File: src/rtl/hyperbus_cfg_master.sv
// hyperbus_cfg_master
//   Register-bus initiator for the Hyperbus configuration register file.
//   Commands from a local controller (boot sequencer, debug bridge) are
//   buffered in a small FIFO and issued one at a time on reg_req_o/reg_rsp_i.
//   Each command produces exactly one response, and responses come back in
//   command order.
//
// Ports
//   clk_i, rst_ni              clock, async active-low reset
//   cmd_valid_i/cmd_ready_o    command handshake (write, addr, wdata, wstrb)
//   rsp_valid_o/rsp_ready_i    response handshake (rdata, error, timeout)
//   reg_req_o/reg_rsp_i        register bus towards the config regfile
//   busy_o                     FIFO non-empty or a command in flight
//
// Build option
//   HYPERBUS_CFG_MST_VERIFY_EN: when defined, every write that completes
//   without error is read back from the same address. The response carries
//   the read-back data and flags an error on a strobed-byte mismatch.
//
// State table
//   state     | meaning
//   ST_IDLE   | waiting for a queued command; pops the FIFO head
//   ST_REQ    | request valid on the register bus, waiting for ready
//   ST_VERIFY | read-back of the just-written address (VERIFY_EN builds only)
//   ST_RSP    | response valid, waiting for rsp_ready_i

package reg_intf_pkg;
  typedef struct packed {
    logic [31:0] addr;
    logic        write;
    logic [31:0] wdata;
    logic [3:0]  wstrb;
    logic        valid;
  } req_a32_d32;

  typedef struct packed {
    logic [31:0] rdata;
    logic        error;
    logic        ready;
  } rsp_d32;
endpackage

module hyperbus_cfg_master #(
  parameter int unsigned FifoDepth     = 4,
  parameter int unsigned TimeoutCycles = 256
) (
  input  logic                     clk_i,
  input  logic                     rst_ni,
  input  logic                     cmd_valid_i,
  output logic                     cmd_ready_o,
  input  logic                     cmd_write_i,
  input  logic [31:0]              cmd_addr_i,
  input  logic [31:0]              cmd_wdata_i,
  input  logic [3:0]               cmd_wstrb_i,
  output logic                     rsp_valid_o,
  input  logic                     rsp_ready_i,
  output logic [31:0]              rsp_rdata_o,
  output logic                     rsp_error_o,
  output logic                     rsp_timeout_o,
  output reg_intf_pkg::req_a32_d32 reg_req_o,
  input  reg_intf_pkg::rsp_d32     reg_rsp_i,
  output logic                     busy_o
);

  localparam int unsigned PtrW = $clog2(FifoDepth);
  localparam int unsigned CntW = $clog2(TimeoutCycles);
  localparam logic [PtrW:0]   FullCount = (PtrW + 1)'(FifoDepth);
  // The counter reaching TimeoutCycles-1 is the increment made on this value.
  localparam logic [CntW-1:0] CntLast   = CntW'(TimeoutCycles - 2);

  typedef struct packed {
    logic        write;
    logic [31:0] addr;
    logic [31:0] wdata;
    logic [3:0]  wstrb;
  } cmd_t;

  typedef enum logic [1:0] {
    ST_IDLE   = 2'd0,
    ST_REQ    = 2'd1,
    ST_RSP    = 2'd2,
    ST_VERIFY = 2'd3
  } state_e;

  state_e          state_q, state_d;
  cmd_t            mem_q [FifoDepth];
  cmd_t            mem_d [FifoDepth];
  logic [PtrW-1:0] wr_ptr_q, wr_ptr_d;
  logic [PtrW-1:0] rd_ptr_q, rd_ptr_d;
  logic [PtrW:0]   count_q, count_d;
  logic            cmd_ready_q, cmd_ready_d;
  cmd_t            hold_q, hold_d;
  logic [CntW-1:0] cnt_q, cnt_d;
  logic [31:0]     rsp_rdata_q, rsp_rdata_d;
  logic            rsp_error_q, rsp_error_d;
  logic            rsp_timeout_q, rsp_timeout_d;
  logic            push;
  logic            pop;

`ifdef HYPERBUS_CFG_MST_VERIFY_EN
  function automatic logic [31:0] byte_mask(input logic [3:0] strb);
    logic [31:0] m;
    for (int i = 0; i < 4; i++) m[8*i +: 8] = {8{strb[i]}};
    return m;
  endfunction
`endif

  // cmd_ready is a flop holding "not full" for the next cycle, so it has no
  // combinational path from either handshake and reads 0 while in reset.
  assign push = cmd_valid_i & cmd_ready_q;

  always_comb begin
    mem_d       = mem_q;
    wr_ptr_d    = wr_ptr_q;
    rd_ptr_d    = rd_ptr_q;
    count_d     = count_q;
    if (push) begin
      mem_d[wr_ptr_q] = '{write: cmd_write_i, addr: cmd_addr_i,
                          wdata: cmd_wdata_i, wstrb: cmd_wstrb_i};
      wr_ptr_d        = wr_ptr_q + PtrW'(1);
    end
    if (pop) rd_ptr_d = rd_ptr_q + PtrW'(1);
    case ({push, pop})
      2'b10:   count_d = count_q + (PtrW + 1)'(1);
      2'b01:   count_d = count_q - (PtrW + 1)'(1);
      default: count_d = count_q;
    endcase
    cmd_ready_d = (count_d != FullCount);
  end

  always_comb begin
    state_d       = state_q;
    hold_d        = hold_q;
    cnt_d         = cnt_q;
    rsp_rdata_d   = rsp_rdata_q;
    rsp_error_d   = rsp_error_q;
    rsp_timeout_d = rsp_timeout_q;
    pop           = 1'b0;
    case (state_q)
      ST_IDLE: begin
        if (count_q != '0) begin
          pop           = 1'b1;
          hold_d        = mem_q[rd_ptr_q];
          cnt_d         = '0;
          rsp_rdata_d   = '0;
          rsp_error_d   = 1'b0;
          rsp_timeout_d = 1'b0;
          state_d       = ST_REQ;
        end
      end
      ST_REQ: begin
        if (reg_rsp_i.ready) begin
          rsp_error_d = reg_rsp_i.error;
          if (!hold_q.write) rsp_rdata_d = reg_rsp_i.rdata;
          state_d = ST_RSP;
`ifdef HYPERBUS_CFG_MST_VERIFY_EN
          if (hold_q.write && !reg_rsp_i.error) begin
            cnt_d   = '0;
            state_d = ST_VERIFY;
          end
`endif
        end else begin
          cnt_d = cnt_q + CntW'(1);
          if (cnt_q == CntLast) begin
            rsp_error_d   = 1'b1;
            rsp_timeout_d = 1'b1;
            state_d       = ST_RSP;
          end
        end
      end
`ifdef HYPERBUS_CFG_MST_VERIFY_EN
      ST_VERIFY: begin
        if (reg_rsp_i.ready) begin
          rsp_rdata_d = reg_rsp_i.rdata;
          rsp_error_d = reg_rsp_i.error |
                        (|((reg_rsp_i.rdata ^ hold_q.wdata) & byte_mask(hold_q.wstrb)));
          state_d     = ST_RSP;
        end else begin
          cnt_d = cnt_q + CntW'(1);
          if (cnt_q == CntLast) begin
            rsp_error_d   = 1'b1;
            rsp_timeout_d = 1'b1;
            state_d       = ST_RSP;
          end
        end
      end
`endif
      ST_RSP: begin
        if (rsp_ready_i) state_d = ST_IDLE;
      end
      default: state_d = ST_IDLE;
    endcase
  end

  // Request fields come straight from the holding registers, so they cannot
  // move while valid is high; reset clears valid without waiting for a clock.
  always_comb begin
    reg_req_o = '0;
    if (state_q == ST_REQ) begin
      reg_req_o.valid = 1'b1;
      reg_req_o.addr  = hold_q.addr;
      reg_req_o.write = hold_q.write;
      if (hold_q.write) begin
        reg_req_o.wdata = hold_q.wdata;
        reg_req_o.wstrb = hold_q.wstrb;
      end
    end
`ifdef HYPERBUS_CFG_MST_VERIFY_EN
    else if (state_q == ST_VERIFY) begin
      reg_req_o.valid = 1'b1;
      reg_req_o.addr  = hold_q.addr;
    end
`endif
  end

  always_ff @(posedge clk_i or negedge rst_ni) begin
    if (!rst_ni) begin
      state_q       <= ST_IDLE;
      for (int i = 0; i < FifoDepth; i++) mem_q[i] <= '0;
      wr_ptr_q      <= '0;
      rd_ptr_q      <= '0;
      count_q       <= '0;
      cmd_ready_q   <= 1'b0;
      hold_q        <= '0;
      cnt_q         <= '0;
      rsp_rdata_q   <= '0;
      rsp_error_q   <= 1'b0;
      rsp_timeout_q <= 1'b0;
    end else begin
      state_q       <= state_d;
      mem_q         <= mem_d;
      wr_ptr_q      <= wr_ptr_d;
      rd_ptr_q      <= rd_ptr_d;
      count_q       <= count_d;
      cmd_ready_q   <= cmd_ready_d;
      hold_q        <= hold_d;
      cnt_q         <= cnt_d;
      rsp_rdata_q   <= rsp_rdata_d;
      rsp_error_q   <= rsp_error_d;
      rsp_timeout_q <= rsp_timeout_d;
    end
  end

  assign cmd_ready_o   = cmd_ready_q;
  assign rsp_valid_o   = (state_q == ST_RSP);
  assign rsp_rdata_o   = rsp_rdata_q;
  assign rsp_error_o   = rsp_error_q;
  assign rsp_timeout_o = rsp_timeout_q;
  assign busy_o        = (count_q != '0) || (state_q != ST_IDLE);

endmodule

File: config.mk
export PLATFORM = sky130hd
export DESIGN_NAME = hyperbus_cfg_master
export DESIGN_NICKNAME = d
export VERILOG_FILES = /design/src/rtl/hyperbus_cfg_master.sv
export SDC_FILE = /design/constraint.sdc
export NUM_CORES = 1
export LEC_CHECK = 0
export BUFFER_PORTS_ARGS = -buffer_cell sky130_fd_sc_hd__buf_2
export CORE_UTILIZATION = 53
export CTS_CLUSTER_DIAMETER = 200
export DETAILED_ROUTE_END_ITERATION = 8
export HOLD_SLACK_MARGIN = 0.02
export PLACE_DENSITY = 0.79
export SLEW_MARGIN = 10
export SYNTH_ARGS = -nofsm -noshare
export SYNTH_HDL_FRONTEND = slang
export SYNTH_SLANG_ARGS = --single-unit
File: constraint.sdc
create_clock -name clk_i -period 2.1 [get_ports clk_i]
set_clock_uncertainty 0.05 [all_clocks]
set_input_delay 0.105 -clock clk_i [delete_from_list [all_inputs] [get_ports clk_i]]
set_output_delay 0.105 -clock clk_i [all_outputs]
set_load 0.03 [all_outputs]
==> results.md <==
- The flow ran to the end, and the final reports show no timing, DRC or antenna violations.
- In this run the power density over the cells is 1650 mW/mm^2.
- The cell seen most often among critical-path stages is sky130_fd_sc_hd__buf_6.
- Walking the worst path, the cells encountered are buf_6, nor2b_4, buf_12, clkbuf_16, and3_4, buf_6.
- Based on the critical path, the design can be clocked at up to 477 MHz.
- Setup violations remaining at the end of the flow were counted as 0.
- The post-synthesis instance total is 1288.
- Relative to the synthesized area, the layout overhead comes to 27.8%.
- The portion of the clock cycle consumed by the worst path in the final layout is 99.9%.
- The number of max-slew violations in the final report is 0.
- The final wirelength is about 41000 microns.
- The area used by multi-input combinational logic is between 0.006 and 0.007 sq mm.
- The global router's overall resource usage is 24.9%.
- The final weighted congestion in routability-driven placement is 0.737.
- The total of fill cells in the finished design is 2103.
- The cell count after placement is 1890.
- The number of vias after detailed routing is 11415.
- Counting distinct cell types in the post-synthesis netlist gives 37.
- The actual transition at the worst max-transition pin is 0.528 ns.
- Across the whole layout, storage elements account for approximately 0.0099 sq mm.
- The detail-routed net length per standard cell is 19.9 microns.
- The required time at the endpoint of the critical path is 1.95 ns.
- The post-route DRC violation count is 0.
- After synthesis the cells add up to 0.0173 sq mm.
- The worst-case register-to-register setup slack is 0.07 ns.
- In this design, the largest share of critical-path delay is due to buffers and inverters.
- The count of antenna-violating nets left after detailed routing is 0.
- The post-synth net total is 1403.
- The dominant synthesized flop cell is sky130_fd_sc_hd__dfrtp_1.
- The type of the worst setup path is reg -> out.
- The leakage power figure is approximately 10 nW.
- The initial antenna violation count came to 0.
- The average via count per standard cell is 5.47.
- The share of the yosys chip area belonging to registers is 57.5%.
- The number of detailed-routing iterations run before antenna repair is 5.
- The total area inside the core boundary comes to 0.0318 sq mm.
- The repair_antennas step left the layout with diodes totalling 0.
- Entering global routing, the biggest net connects between 70 and 80 pins.
- The sum of net half-perimeters after detailed placement is 23900 microns.
- The wire length of the first global-routing pass is 65000 microns.
- The count of non-filler cells in the finished layout is 2085.
- After the first detailed-routing iteration, the DRC count stood at a little under 600.
- The worst pin sits at a relative slew slack of ~65%.
- Summed over all layers, the global routing overflow is 0.
- The clock sink total is ~400.
- The data arrival time of the critical path is 1.94 ns.
- Setup repair after global routing could not meet its margin everywhere.
- The Yosys warning count is 0.
- The post-route netlist has about 43% of its cells at a drive strength greater than 1.
- The die width is 182 microns.
- Yosys mapped a number of flops with a built-in enable equal to 0.
- The routed design could run at a clock period as short as about 2.1 ns.
- The clock root buffer is sky130_fd_sc_hd__clkbuf_16.
- With fillers left out, the area of the finished cells amounts to between 0.02 and 0.025 sq mm.
- STA classifies the critical path startpoint as a flip-flop.
- After synthesis, the share of flip-flops with an asynchronous set or reset is 100%.
- The design draws 0.0363 W.
- The via count of the first global-routing pass is around 12000.
- At the later pin of the worst-skew pair, clock insertion delay measures approximately 0.53 ns.
- The worst hold path belongs to the class in -> async.
- The effective utilization at floorplan is a little over half.
- The total number of placement rows is 65.
- In this run the worst path has a maximum fanout of 8.
- Cells fill 69.4% of the core in the end.
- During I/O placement, the number of pins put on the boundary was 214.
- TritonCTS created between 40 and 50 clock buffers.
- The critical path contains buffers and inverters numbering 4 combined.
- After clock tree synthesis, the clock-pin slew on the worst setup and hold paths is 0.07 ns.
- The total count of hold-check failures in the final report was 0.
- The synthesized design contains 397 register bits.
- No sink is reached through more buffers than the 3 on the longest clock path.
- The maximum VDD drop is 0.00152 V.
- The number of port buffers is around 210.
- On the worst path, the slowest cell contributes a delay of between 0.3 and 0.4 ns.
- From bottom edge to top edge, the die measures 182 microns.
- Among all stages on the critical path, the largest delay is contributed by sky130_fd_sc_hd__dfrtp_1.
- After the last flow step, the layout net total stands at about 1700.
- The die covers 0.0333 sq mm.
- STA classifies the critical path endpoint as a primary output.
- The placement-stage cell area is 0.0191 sq mm.
- Final hold analysis gives a worst-case slack of roughly 0.044 ns.
- CTS built an H-tree with a depth of 2.
- TritonCTS built the clock tree.
- The tool flagged a number of max-cap violations equal to 0.
- The post-synthesis area per instance is around 13 sq um.
cell usage in the layout, fill, tap and decap left out, drive strengths merged:
master / Yosys / routed
clkbuf: 27 / 67
a211o: 2 / 2
mux2i: 1 / 1
xnor2: 4 / 4
nand4: 4 / 4
nor4: 1 / 1
nor2b: 1 / 1
nand3b: 1 / 1
nor3b: 1 / 1
fa: 1 / 1
and3: 37 / 37
a21oi: 5 / 5
nor3: 1 / 1
or3: 1 / 1
a41oi: 1 / 1
nand3: 7 / 7
inv: 9 / 10
and4: 1 / 1
xor2: 5 / 5
a31oi: 1 / 1
ha: 7 / 7
clkinvlp: 0 / 1
and2: 33 / 33
mux4: 69 / 69
a22o: 1 / 1
nand2: 280 / 280
clkinv: 0 / 7
dlygate4sd3: 0 / 107
a211oi: 1 / 1
nand2b: 3 / 3
buf: 60 / 263
nor2: 10 / 10
o21ai: 39 / 39
bufinv: 0 / 3
mux2: 277 / 277
dfrtp: 397 / 397
logic make-up after synthesis:
family          after synthesis  share of synthesized area, %
buf+inv                      96                          2.95
mux                         347                          27.1
compound gates               50                          1.56
fa+ha+maj                     8                         0.623
xor+xnor                      9                         0.456
flops                       397                          57.5
simple gates                381                          9.75
cells in the mapped netlist, types with 2 or more instances:
| library cell | number | area [sq um] |
|---|---|---|
| sky130_fd_sc_hd__dfrtp_1 | 397 | 9930 |
| sky130_fd_sc_hd__nand2_1 | 280 | 1050 |
| sky130_fd_sc_hd__mux2_2 | 277 | 3120 |
| sky130_fd_sc_hd__mux4_2 | 69 | 1550 |
| sky130_fd_sc_hd__buf_2 | 41 | 205 |
| sky130_fd_sc_hd__and3_1 | 37 | 231 |
| sky130_fd_sc_hd__and2_1 | 33 | 206 |
| sky130_fd_sc_hd__o21ai_1 | 28 | 140 |
| sky130_fd_sc_hd__clkbuf_1 | 27 | 101 |
| sky130_fd_sc_hd__buf_4 | 12 | 90.1 |
| sky130_fd_sc_hd__o21ai_0 | 11 | 55.1 |
| sky130_fd_sc_hd__nor2_1 | 10 | 37.5 |
| sky130_fd_sc_hd__inv_1 | 8 | 30.0 |
| sky130_fd_sc_hd__buf_6 | 7 | 78.8 |
| sky130_fd_sc_hd__ha_1 | 7 | 87.6 |
| sky130_fd_sc_hd__a21oi_1 | 5 | 25.0 |
| sky130_fd_sc_hd__xor2_1 | 5 | 43.8 |
| sky130_fd_sc_hd__nand3_2 | 4 | 40.0 |
| sky130_fd_sc_hd__nand4_1 | 4 | 25.0 |
| sky130_fd_sc_hd__xnor2_1 | 4 | 35.0 |
| sky130_fd_sc_hd__nand2b_1 | 3 | 18.8 |
| sky130_fd_sc_hd__nand3_1 | 3 | 15.0 |
| sky130_fd_sc_hd__a211o_1 | 2 | 17.5 |
registers in the layout, indices dropped and copies added (netlist names):
register / count
rd_ptr_q: 2
hold_q: 69
mem_q: 276
wr_ptr_q: 2
count_q: 3
rsp_rdata_o: 32
rsp_error_o: 1
cmd_ready_o: 1
cnt_q: 8
state_q: 2
rsp_timeout_o: 1
worst paths after layout:
path / to / start / depth (start not counted)
max in group asynchronous: hold_q[55]$_DFFE_PN0P_ / rst_ni / 4
min reg2reg: hold_q[54]$_DFFE_PN0P_ / hold_q[54]$_DFFE_PN0P_ / 2
min: mem_q[5]$_DFFE_PN0P_ / rst_ni / 2
max: reg_req_o[4] / state_q[0]$_DFFE_PN0P_ / 6
min in group clk_i: wr_ptr_q[0]$_DFFE_PN0P_ / cmd_valid_i / 3
max reg2reg: cmd_ready_o$_DFF_PN0_ / state_q[0]$_DFFE_PN0P_ / 11
power breakdown:
group          internal [W]  switching [W]
registers            0.0114        0.00202
clock network       0.00445        0.00290
logic               0.00792        0.00759
total                0.0238         0.0125
layout make-up:
cell class / instances / area share [%]
Inverter: 9 / 0.164
Sequential cell: 397 / 45.1
Multi-Input combinational cell: 795 / 31.6
Clock buffer: 59 / 5.60
Timing Repair Buffer: 378 / 14.4
Tap cell: 435 / 2.47
Clock inverter: 12 / 0.641
stage by stage:
stage	setup WS, ns	setup TNS [ns]
floorplan	0.00125	0
global route	-0.0491	-0.452
detailed placement	0.156	0
CTS	0.00444	0
finish	0.00312	0
global placement	0.149	0
per-layer routing:
metal | part of all wire (%) | vias to the layer above | global-route usage (%)
met2 | 51 | 332 | 43.7
met1 | 41 | 5852 | 31.7
met4 | 2.2 | 0 | 7.56
met3 | 5.8 | 74 | 3.97
met5 | 0 | - | 0
li1 | - | 5157 | -
repair_timing:
action,CTS,global route
cloned,2,4
gates resized for setup,36,72
pin swaps,0,2
hold buffers,107,0
endpoints found under the setup margin,50,65
endpoints found under the hold margin,654,0
buffers inserted,4,7
Note: power is estimated with default switching activity, not from simulation.
